===== config.mk =====
export PLATFORM = sky130hd
export DESIGN_NAME = uart_tx_engine_flat
export DESIGN_NICKNAME = d
export VERILOG_FILES = /design/src/rtl/uart_tx_engine_pkg.sv /design/src/rtl/uart_tx_engine_if.sv /design/src/rtl/uart_tx_engine_baud_tick.sv /design/src/rtl/uart_tx_engine.sv /design/src/flat_wrapper.sv
export SDC_FILE = /design/constraint.sdc
export NUM_CORES = 1
export LEC_CHECK = 0
export CAP_MARGIN = 40
export CORE_UTILIZATION = 46
export CTS_CLUSTER_SIZE = 12
export DETAILED_ROUTE_END_ITERATION = 16
export PLACE_DENSITY = 0.84
export SLEW_MARGIN = 20
export SYNTH_ARGS = -nofsm -noshare
export SYNTH_HDL_FRONTEND = slang
export SYNTH_SLANG_ARGS = --single-unit

===== constraint.sdc =====
create_clock -name clk -period 2.9 [get_ports clk]
set_input_delay 0.29 -clock clk [delete_from_list [all_inputs] [get_ports clk]]
set_output_delay 0.29 -clock clk [all_outputs]
set_load 0.02 [all_outputs]

===== src/rtl/uart_tx_engine_pkg.sv =====
// Shared UART types and CSR bit positions for the TX engine (and the future RX block).
package uart_pkg;

  typedef enum logic [2:0] {
    IDLE,
    START,
    DATA,
    PARITY,
    STOP
  } tx_state_t;

  localparam int CSR_REQ_BIT     = 0;
  localparam int CSR_PAR_ODD_BIT = 1;
  localparam int DATA_BITS       = 8;

endpackage


===== src/rtl/uart_tx_engine_if.sv =====
// Register-side view of the UART transmitter: memory-exported data/CSR in, line and status out.
interface uart_tx_engine_if;

  logic [31:0] uart_io_reg;
  logic [31:0] uart_csr_reg;
  logic        tx;
  logic        tx_busy;
  logic        tx_ack;

  modport master (
    output uart_io_reg,
    output uart_csr_reg,
    input  tx,
    input  tx_busy,
    input  tx_ack
  );

  modport slave (
    input  uart_io_reg,
    input  uart_csr_reg,
    output tx,
    output tx_busy,
    output tx_ack
  );

endinterface


===== src/rtl/uart_tx_engine_baud_tick.sv =====
// Bit-period timer: counts 0..CLKS_PER_BIT-1 and flags the terminal count as the bit-advance point.
module uart_baud_tick #(
  parameter int CLKS_PER_BIT = 104,
  parameter int CNT_W        = 16
) (
  input  logic clk,
  input  logic rst,
  input  logic clear,
  output logic tick
);

  localparam logic [CNT_W-1:0] TERMINAL = CNT_W'(CLKS_PER_BIT - 1);

  logic [CNT_W-1:0] count;

  assign tick = (count == TERMINAL);

  always_ff @(posedge clk) begin
    if (rst || clear || tick) begin
      count <= '0;
    end else begin
      count <= count + CNT_W'(1);
    end
  end

endmodule


===== src/rtl/uart_tx_engine.sv =====
// UART transmit engine: serialises the data register as 8N1 frames on a CSR bit-0 toggle.
// Define UART_TX_PARITY_EN to insert a parity bit (odd/even selected by CSR bit 1).
module uart_tx_engine
  import uart_pkg::*;
#(
  parameter int CLKS_PER_BIT = 104,
  parameter int CNT_W        = 16
) (
  input  logic              clk,
  input  logic              rst,
  uart_tx_engine_if.slave   bus
);

  tx_state_t            state;
  logic                 req_seen;
  logic [DATA_BITS-1:0] shift_reg;
  logic [2:0]           bit_idx;
  logic                 tx_reg;
  logic                 busy_reg;
  logic                 ack_reg;
  logic                 req_pending;
  logic                 baud_clear;
  logic                 baud_tick;
`ifdef UART_TX_PARITY_EN
  logic                 par_bit;
`endif

  assign req_pending = (bus.uart_csr_reg[CSR_REQ_BIT] != req_seen);

  // The counter idles at zero, so every bit of a frame starts from a fresh count.
  assign baud_clear = (state == IDLE);

  uart_baud_tick #(
    .CLKS_PER_BIT (CLKS_PER_BIT),
    .CNT_W        (CNT_W)
  ) u_baud (
    .clk   (clk),
    .rst   (rst),
    .clear (baud_clear),
    .tick  (baud_tick)
  );

  assign bus.tx      = tx_reg;
  assign bus.tx_busy = busy_reg;
  assign bus.tx_ack  = ack_reg;

  always_ff @(posedge clk) begin
    if (rst) begin
      state     <= IDLE;
      req_seen  <= 1'b0;
      shift_reg <= '0;
      bit_idx   <= '0;
      tx_reg    <= 1'b1;
      busy_reg  <= 1'b0;
      ack_reg   <= 1'b0;
`ifdef UART_TX_PARITY_EN
      par_bit   <= 1'b0;
`endif
    end else begin
      case (state)
        IDLE: begin
          if (req_pending) begin
            shift_reg <= bus.uart_io_reg[DATA_BITS-1:0];
            req_seen  <= bus.uart_csr_reg[CSR_REQ_BIT];
`ifdef UART_TX_PARITY_EN
            par_bit   <= (^bus.uart_io_reg[DATA_BITS-1:0]) ^ bus.uart_csr_reg[CSR_PAR_ODD_BIT];
`endif
            busy_reg  <= 1'b1;
            tx_reg    <= 1'b0;
            state     <= START;
          end
        end
        START: begin
          if (baud_tick) begin
            bit_idx <= '0;
            tx_reg  <= shift_reg[0];
            state   <= DATA;
          end
        end
        DATA: begin
          // tx is loaded with the next bit here so the line changes on the bit boundary.
          if (baud_tick) begin
            shift_reg <= shift_reg >> 1;
            bit_idx   <= bit_idx + 3'd1;
            if (bit_idx == 3'(DATA_BITS - 1)) begin
`ifdef UART_TX_PARITY_EN
              tx_reg <= par_bit;
              state  <= PARITY;
`else
              tx_reg <= 1'b1;
              state  <= STOP;
`endif
            end else begin
              tx_reg <= shift_reg[1];
            end
          end
        end
`ifdef UART_TX_PARITY_EN
        PARITY: begin
          if (baud_tick) begin
            tx_reg <= 1'b1;
            state  <= STOP;
          end
        end
`endif
        STOP: begin
          if (baud_tick) begin
            ack_reg  <= ~ack_reg;
            busy_reg <= 1'b0;
            state    <= IDLE;
          end
        end
        default: begin
          tx_reg   <= 1'b1;
          busy_reg <= 1'b0;
          state    <= IDLE;
        end
      endcase
    end
  end

endmodule


===== src/flat_wrapper.sv =====
// flat-port wrapper written by rule: the top's interface ports become plain ports
module uart_tx_engine_flat import uart_pkg::*;
#(
  parameter int CLKS_PER_BIT = 104,
  parameter int CNT_W        = 16
)
  (clk, rst, bus_uart_io_reg, bus_uart_csr_reg, bus_tx, bus_tx_busy, bus_tx_ack);
  uart_tx_engine_if bus_i ();
  input  logic clk;
  input  logic rst;
  input wire logic [$bits(bus_i.uart_io_reg)-1:0] bus_uart_io_reg;
  input wire logic [$bits(bus_i.uart_csr_reg)-1:0] bus_uart_csr_reg;
  output wire logic [$bits(bus_i.tx)-1:0] bus_tx;
  output wire logic [$bits(bus_i.tx_busy)-1:0] bus_tx_busy;
  output wire logic [$bits(bus_i.tx_ack)-1:0] bus_tx_ack;
  assign bus_i.uart_io_reg = bus_uart_io_reg;
  assign bus_i.uart_csr_reg = bus_uart_csr_reg;
  assign bus_tx = bus_i.tx;
  assign bus_tx_busy = bus_i.tx_busy;
  assign bus_tx_ack = bus_i.tx_ack;
  uart_tx_engine #(.CLKS_PER_BIT(CLKS_PER_BIT), .CNT_W(CNT_W)) u_core (.clk(clk), .rst(rst), .bus(bus_i));
endmodule

==> reports/results.txt, run 1 <==
Core area: 3440 um2
Largest net degree at the start of global routing: 16
Clock buffer depth: 2
Flop pwr share: 51.6%
Leakage: 0.663 nW
Post-synth ARST share: 0%
Worst-path fanout max: 15
Mapped Area: 1700 um2
DR WL/cell: 13.4 um
Crit path DAT: 2000 ps
Top_reg_cell synth: dfxtp_1
Sequential element share of the synthesized area: 40.0%
Die Ht: 62.8 um
Tot GR Track Use: 17.3%
Hold Path Sink: u_core.u_baud.count[0]
Area grow syn2layout: 13.6%
Via count: 1352
Max IR drop VDD: 243 uV
Top cell type's share of synthesized area: 40.0%
Die area: 3950 um2
Combinational share of power: 11.3%
Worst-path clk slew: 70 ps
Worst Reg-to-Reg Cells: 5
Residual DRC: 0
H-tree levels: 2
DRT Pass-1 Iters: 4
Worst R2R End: u_core.u_baud.count[14]
Yosys warnings: 0
Max cap viols: 0
Crit Path Category: reg -> reg
Pwr/cell area: 512 nW/um2
Vias in the first global route: 1254
Fraction of layout cells with a size suffix above 1: 12.0%
CTS Buf Count: 5
Initial Util: 49.5%
CP startpoint kind: flip-flop
Final nets: 260
Synth top cells by count: 34 x dfxtp_1, 23 x nor2_1, 11 x nand2_1
Min Tclk post-route: 1840 ps
Power, Total: 0.991 mW
Setup TNS: 0 ps
Post-detailed-route count of antenna-violating nets: 0
Clock root buffer master: clkbuf_8
Worst hold path startpoint: u_core.u_baud.count[0]
Num Clock Sinks: 34
Chip width: 62.8 um
Syn Nets: 246
Cts hold-fix bufs: 0
Overflow after GRT: 0
Largest register FFs: 16
Area contributors post-synth: dfxtp_1 40%, nor2_1 5.1%, o221a_1 4.6%
Mean Syn Cell Area: 9.62 um2
Clk_lat worst skew: 290 ps
PortBufs: 13
Area leader, netlist: dfxtp_1
Cell row count: 21
Slew Viols, Final: 0
Pint: 0.740 mW
Worst slew pin tran: 486 ps
Initial detailed-routing violation count: 67
Core Util, Final: 56.2%
Final setup vio count: 0
NetSw: 0.250 mW
Synth cell types: 48
Reg-to-Reg Start: u_core.u_baud.count[0]
Post-DP HPWL: 2220 um
R2R setup slack: 1060 ps
RSZ-0062 raised after global routing: no
Number of synthesized flops with an enable pin: 0
TritonCTS clock tree: done
Gate Count Post-Synth: 177
Clock power frac: 37.1%
Sw frac: 25.2%
Most common cell in the synthesized netlist: dfxtp_1
Clk_skew: 8.59 ps
GP Congestion: 0.822
I/O pins: 69
Max transition margin: 67.6%
Worst setup EP type: flip-flop
Vias per cell: 5.68
Hold Vio Cnt, Final: 0
Worst min path class: reg -> reg
Run status: finished clean
Post_cts resized: 0
First-pass GRT wire length: 5410 um
Hold Path Depth: 1
Crit path required time: 3060 ps
Fmax: 543 MHz
Post CTS Setup Buffer Count: 0
Final wirelength: 3190 um
Ant diodes: 0
Final cycle utilization of the critical path: 63.5%
FF+latch count, synth: 34
Initial antenna violation count: 0
-- cells in the final DEF, fill, tap and decap left out, types with 2 or more instances in the layout --
cell,instances
or4_4,2
nor3_1,3
clkbuf_8,6
and3_1,3
xor2_1,8
o21a_1,8
mux2i_1,2
xnor2_1,7
nand4_1,5
o32ai_1,3
nor3_2,2
nor2_1,23
nand3_1,8
dfxtp_1,34
inv_1,5
nand2_1,11
and4_1,4
a21oi_1,4
ha_1,3
o221a_1,7
nor4_1,4
clkdlybuf4s50_1,13
-- power by group through the flow --
stage	clock network (mW)	logic, mW	registers, mW
after floorplan	0	0.0829	0.519
after global placement	0	0.110	0.520
after detailed placement	0	0.112	0.522
after CTS	0.371	0.113	0.511
after global routing	0.397	0.122	0.513
final	0.368	0.112	0.511
-- logic make-up (layout without fill, tap and decap cells) --
group	after synthesis	after routing	share of synthesized area, %
multiplexers	3	3	2.06
adder cells (fa/ha/maj)	3	3	2.20
flip-flops	34	34	40.0
XOR/XNOR	15	15	7.72
buffers and inverters	12	27	4.56
AND/OR/NAND/NOR	78	78	27.6
AO/OA/AOI/OAI	32	32	15.9
-- layout make-up --
type / count / area (um2)
timing repair buffer: 14 / 138
fill: 316 / 1510
multi-input combinational: 131 / 945
clock buffer: 6 / 82.6
sequential: 34 / 681
inverter: 5 / 18.8
clock inverter: 2 / 12.5
tap: 46 / 57.6
-- per-layer routing --
layer | track usage (%) | up-vias | routed length, um
li1 | - | 680 | -
met1 | 20.0 | 640 | 1530
met2 | 29.8 | 25 | 1500
met3 | 4.93 | 7 | 109
met4 | 6.98 | 0 | 48
met5 | 0 | - | 0
-- worst max-delay path by stage --
stage	startpoint	endpoint	slack [ps]	cells past startpoint
3_3_place_gp	u_core.u_baud.count[0]	u_core.u_baud.count[8]	1060	5
2_1_floorplan	u_core.u_baud.count[0]	u_core.bus.tx_ack	1340	6
4_1_cts	u_core.u_baud.count[0]	u_core.u_baud.count[7]	1020	5
3_5_place_dp	u_core.u_baud.count[0]	u_core.u_baud.count[4]	1020	5
6_report	u_core.u_baud.count[0]	u_core.u_baud.count[14]	1060	5
5_1_grt	u_core.u_baud.count[0]	u_core.u_baud.count[6]	890	5
-- critical path: stages, from the launching register on --
cell     delay, ps
dfxtp_1        370
ha_1           250
and4_1         230
nand4_1        270
nand2_1        490
nor2_1         100
-- stage by stage --
stage / instance area, um2 / instances / setup WS (ps) / hold slack (ps)
floorplan: 1700 / 177 / 1340 / 430
global placement: 1840 / 230 / 1060 / 445
detailed placement: 1840 / 230 / 1020 / 447
CTS: 1930 / 238 / 1020 / 465
global route: 1930 / 238 / 890 / 485
finish: 1930 / 238 / 1060 / 461
(Power assumes the default switching activity.)
==> run 2: changes to the inputs <==
--- a/config.mk
+++ b/config.mk
@@ -6,10 +6,10 @@
 export NUM_CORES = 1
 export LEC_CHECK = 0
 export CAP_MARGIN = 40
-export CORE_UTILIZATION = 46
+export CORE_UTILIZATION = 43
 export CTS_CLUSTER_SIZE = 12
 export DETAILED_ROUTE_END_ITERATION = 16
-export PLACE_DENSITY = 0.84
+export PLACE_DENSITY = 0.79
 export SLEW_MARGIN = 20
 export SYNTH_ARGS = -nofsm -noshare
 export SYNTH_HDL_FRONTEND = slang
==> constraint.sdc (replaced) <==
create_clock -name clk -period 1.8 [get_ports clk]
set_input_delay 0.18 -clock clk [delete_from_list [all_inputs] [get_ports clk]]
set_output_delay 0.18 -clock clk [all_outputs]
set_load 0.02 [all_outputs]
==> reports/results.txt, run 2 (same netlist as run 1, synthesis figures left out) <==
Run status: finished clean
Commonest non-fill, non-tap cell in the layout: dfxtp_1
Clk_lat worst skew: 290 ps (about the same)
PortBufs: 13 (unchanged)
Core area: 3720 um2 (+8.0%)
Ant diodes: 0 (unchanged)
Num Clock Sinks: 34 (unchanged)
Clock buffer depth: 2 (unchanged)
Worst min path class: reg -> reg
First-pass GRT wire length: 5550 um (+2.6%)
Residual DRC: 0 (unchanged)
Tot GR Track Use: 17.0% (-0.27 points)
Worst setup EP type: flip-flop
RSZ-0062 raised after global routing: no
Clock root buffer master: clkbuf_8
GP Congestion: 0.811 (-1.4%)
CP Cell Sequence: nor4_1 > nand4_1 > nand2_1 > buf_4 > nor2_1
DRT Pass-1 Iters: 4 (unchanged)
Largest register FFs: 16 (unchanged)
Min Tclk post-route: 1630 ps (-213 ps)
Worst Path Buf+Inv: 1 (+1)
Hold WS: 477 ps (+15.9 ps)
H-tree levels: 2 (unchanged)
Cell row count: 22 (+4.8%)
Post-DP HPWL: 2320 um (+4.9%)
Post_cts resized: 0 (unchanged)
Final wirelength: 3210 um (+0.82%)
Leakage: 0.730 nW (+10%)
Initial detailed-routing violation count: 82 (+22%)
Clk_skew: 8.50 ps (-0.0882 ps)
Cts hold-fix bufs: 0 (unchanged)
Die area: 4220 um2 (+6.7%)
DR WL/cell: 12.9 um (-3.6%)
Post-detailed-route count of antenna-violating nets: 0 (unchanged)
Slowest cell delay on critical path: 380 ps (-110 ps)
Power, Total: 1.86 mW (+88%)
Hold Vio Cnt, Final: 0 (unchanged)
Max transition margin: 77.0% (+9.4 points)
Worst slew pin tran: 343 ps (-143 ps)
# fillers: 352 (+11%)
Crit path DAT: 1800 ps (-200 ps)
Design area: 2050 um2 (+5.8%)
Max cap viols: 0 (unchanged)
Overflow after GRT: 0 (unchanged)
Max IR drop VDD: 640 uV (+160%)
Top delay family on crit path: simple AND/OR/NAND/NOR gates
Worst-path fanout max: 15 (unchanged)
Via count: 1357 (+0.37%)
Chip width: 64.9 um (+3.3%)
Pre-CTS setup slack: 86.1 ps (-936 ps)
Fraction of layout cells with a size suffix above 1: 15.9% (+3.9 points)
TritonCTS clock tree: done
Final setup vio count: 0 (unchanged)
Worst-path clk slew: 70 ps (about the same)
Area grow syn2layout: 20.2%
Post CTS Setup Buffer Count: 0 (unchanged)
Initial Util: 45.8% (-3.6 points)
Crit Path Category: reg -> reg
Pwr/cell area: 908 nW/um2 (+77%)
Largest net degree at the start of global routing: 16 (unchanged)
I/O pins: 69 (unchanged)
Final cycle utilization of the critical path: 90.4% (+27 points)
Fin worst setup slack: 172 ps (-887 ps)
Crit path required time: 1970 ps (-1090 ps)
Die Ht: 64.9 um (+3.3%)
Most frequent cells in the layout: 34 x dfxtp_1, 23 x nor2_1, 13 x clkdlybuf4s50_1
Vias in the first global route: 1291 (+3.0%)
CP startpoint kind: flip-flop
Area after DPL: 1910 um2 (+3.8%)
Setup TNS: 0 ps (unchanged)
Initial antenna violation count: 0 (unchanged)
Vias per cell: 5.45 (-4.1%)
CTS Buf Count: 5 (unchanged)
Final nets: 269 (+3.5%)
Slew Viols, Final: 0 (unchanged)
Fmax: 614 MHz (+13%)
Slowest cell on crit path: nor4_1
run 2: stage by stage:
stage,util [%],std cells
2_1_floorplan,-,177
3_3_place_gp,51.4,241
3_5_place_dp,51.4,241
4_1_cts,55.1,249
5_1_grt,55.1,249
6_report,55.1,249
run 2: final timing paths:
| check | slack, ps | to | from | depth (start not counted) |
|---|---|---|---|---|
| max | 170 | u_core.u_baud.count[3] | u_core.u_baud.count[12] | 5 |
| min | 480 | u_core.u_baud.count[0] | u_core.u_baud.count[0] | 1 |
| max reg2reg | 170 | u_core.u_baud.count[3] | u_core.u_baud.count[12] | 5 |
| min reg2reg | 480 | u_core.u_baud.count[0] | u_core.u_baud.count[0] | 1 |
run 2: power by group:
part / switching (mW) / leakage, nW / internal (mW)
registers: 0.0235 / 0.277 / 0.791
clock network: 0.283 / 0.0683 / 0.555
logic: 0.0996 / 0.385 / 0.107
total: 0.406 / 0.730 / 1.45
run 2: area by class of cell:
type	count	area (um2)	area share, %
clock buffer	5	68.8	3.36
clock inverter	3	68.8	3.36
inverter	5	18.8	0.917
multi-input combinational	131	945	46.1
sequential	34	681	33.3
tap	48	60.1	2.93
timing repair buffer	23	205	10.0
run 2: per-layer routing:
metal | wire length (um) | global-route usage, %
met1 | 1530 | 20.8
met2 | 1550 | 28.0
met3 | 107 | 5.28
met4 | 27 | 5.83
met5 | 0 | 0
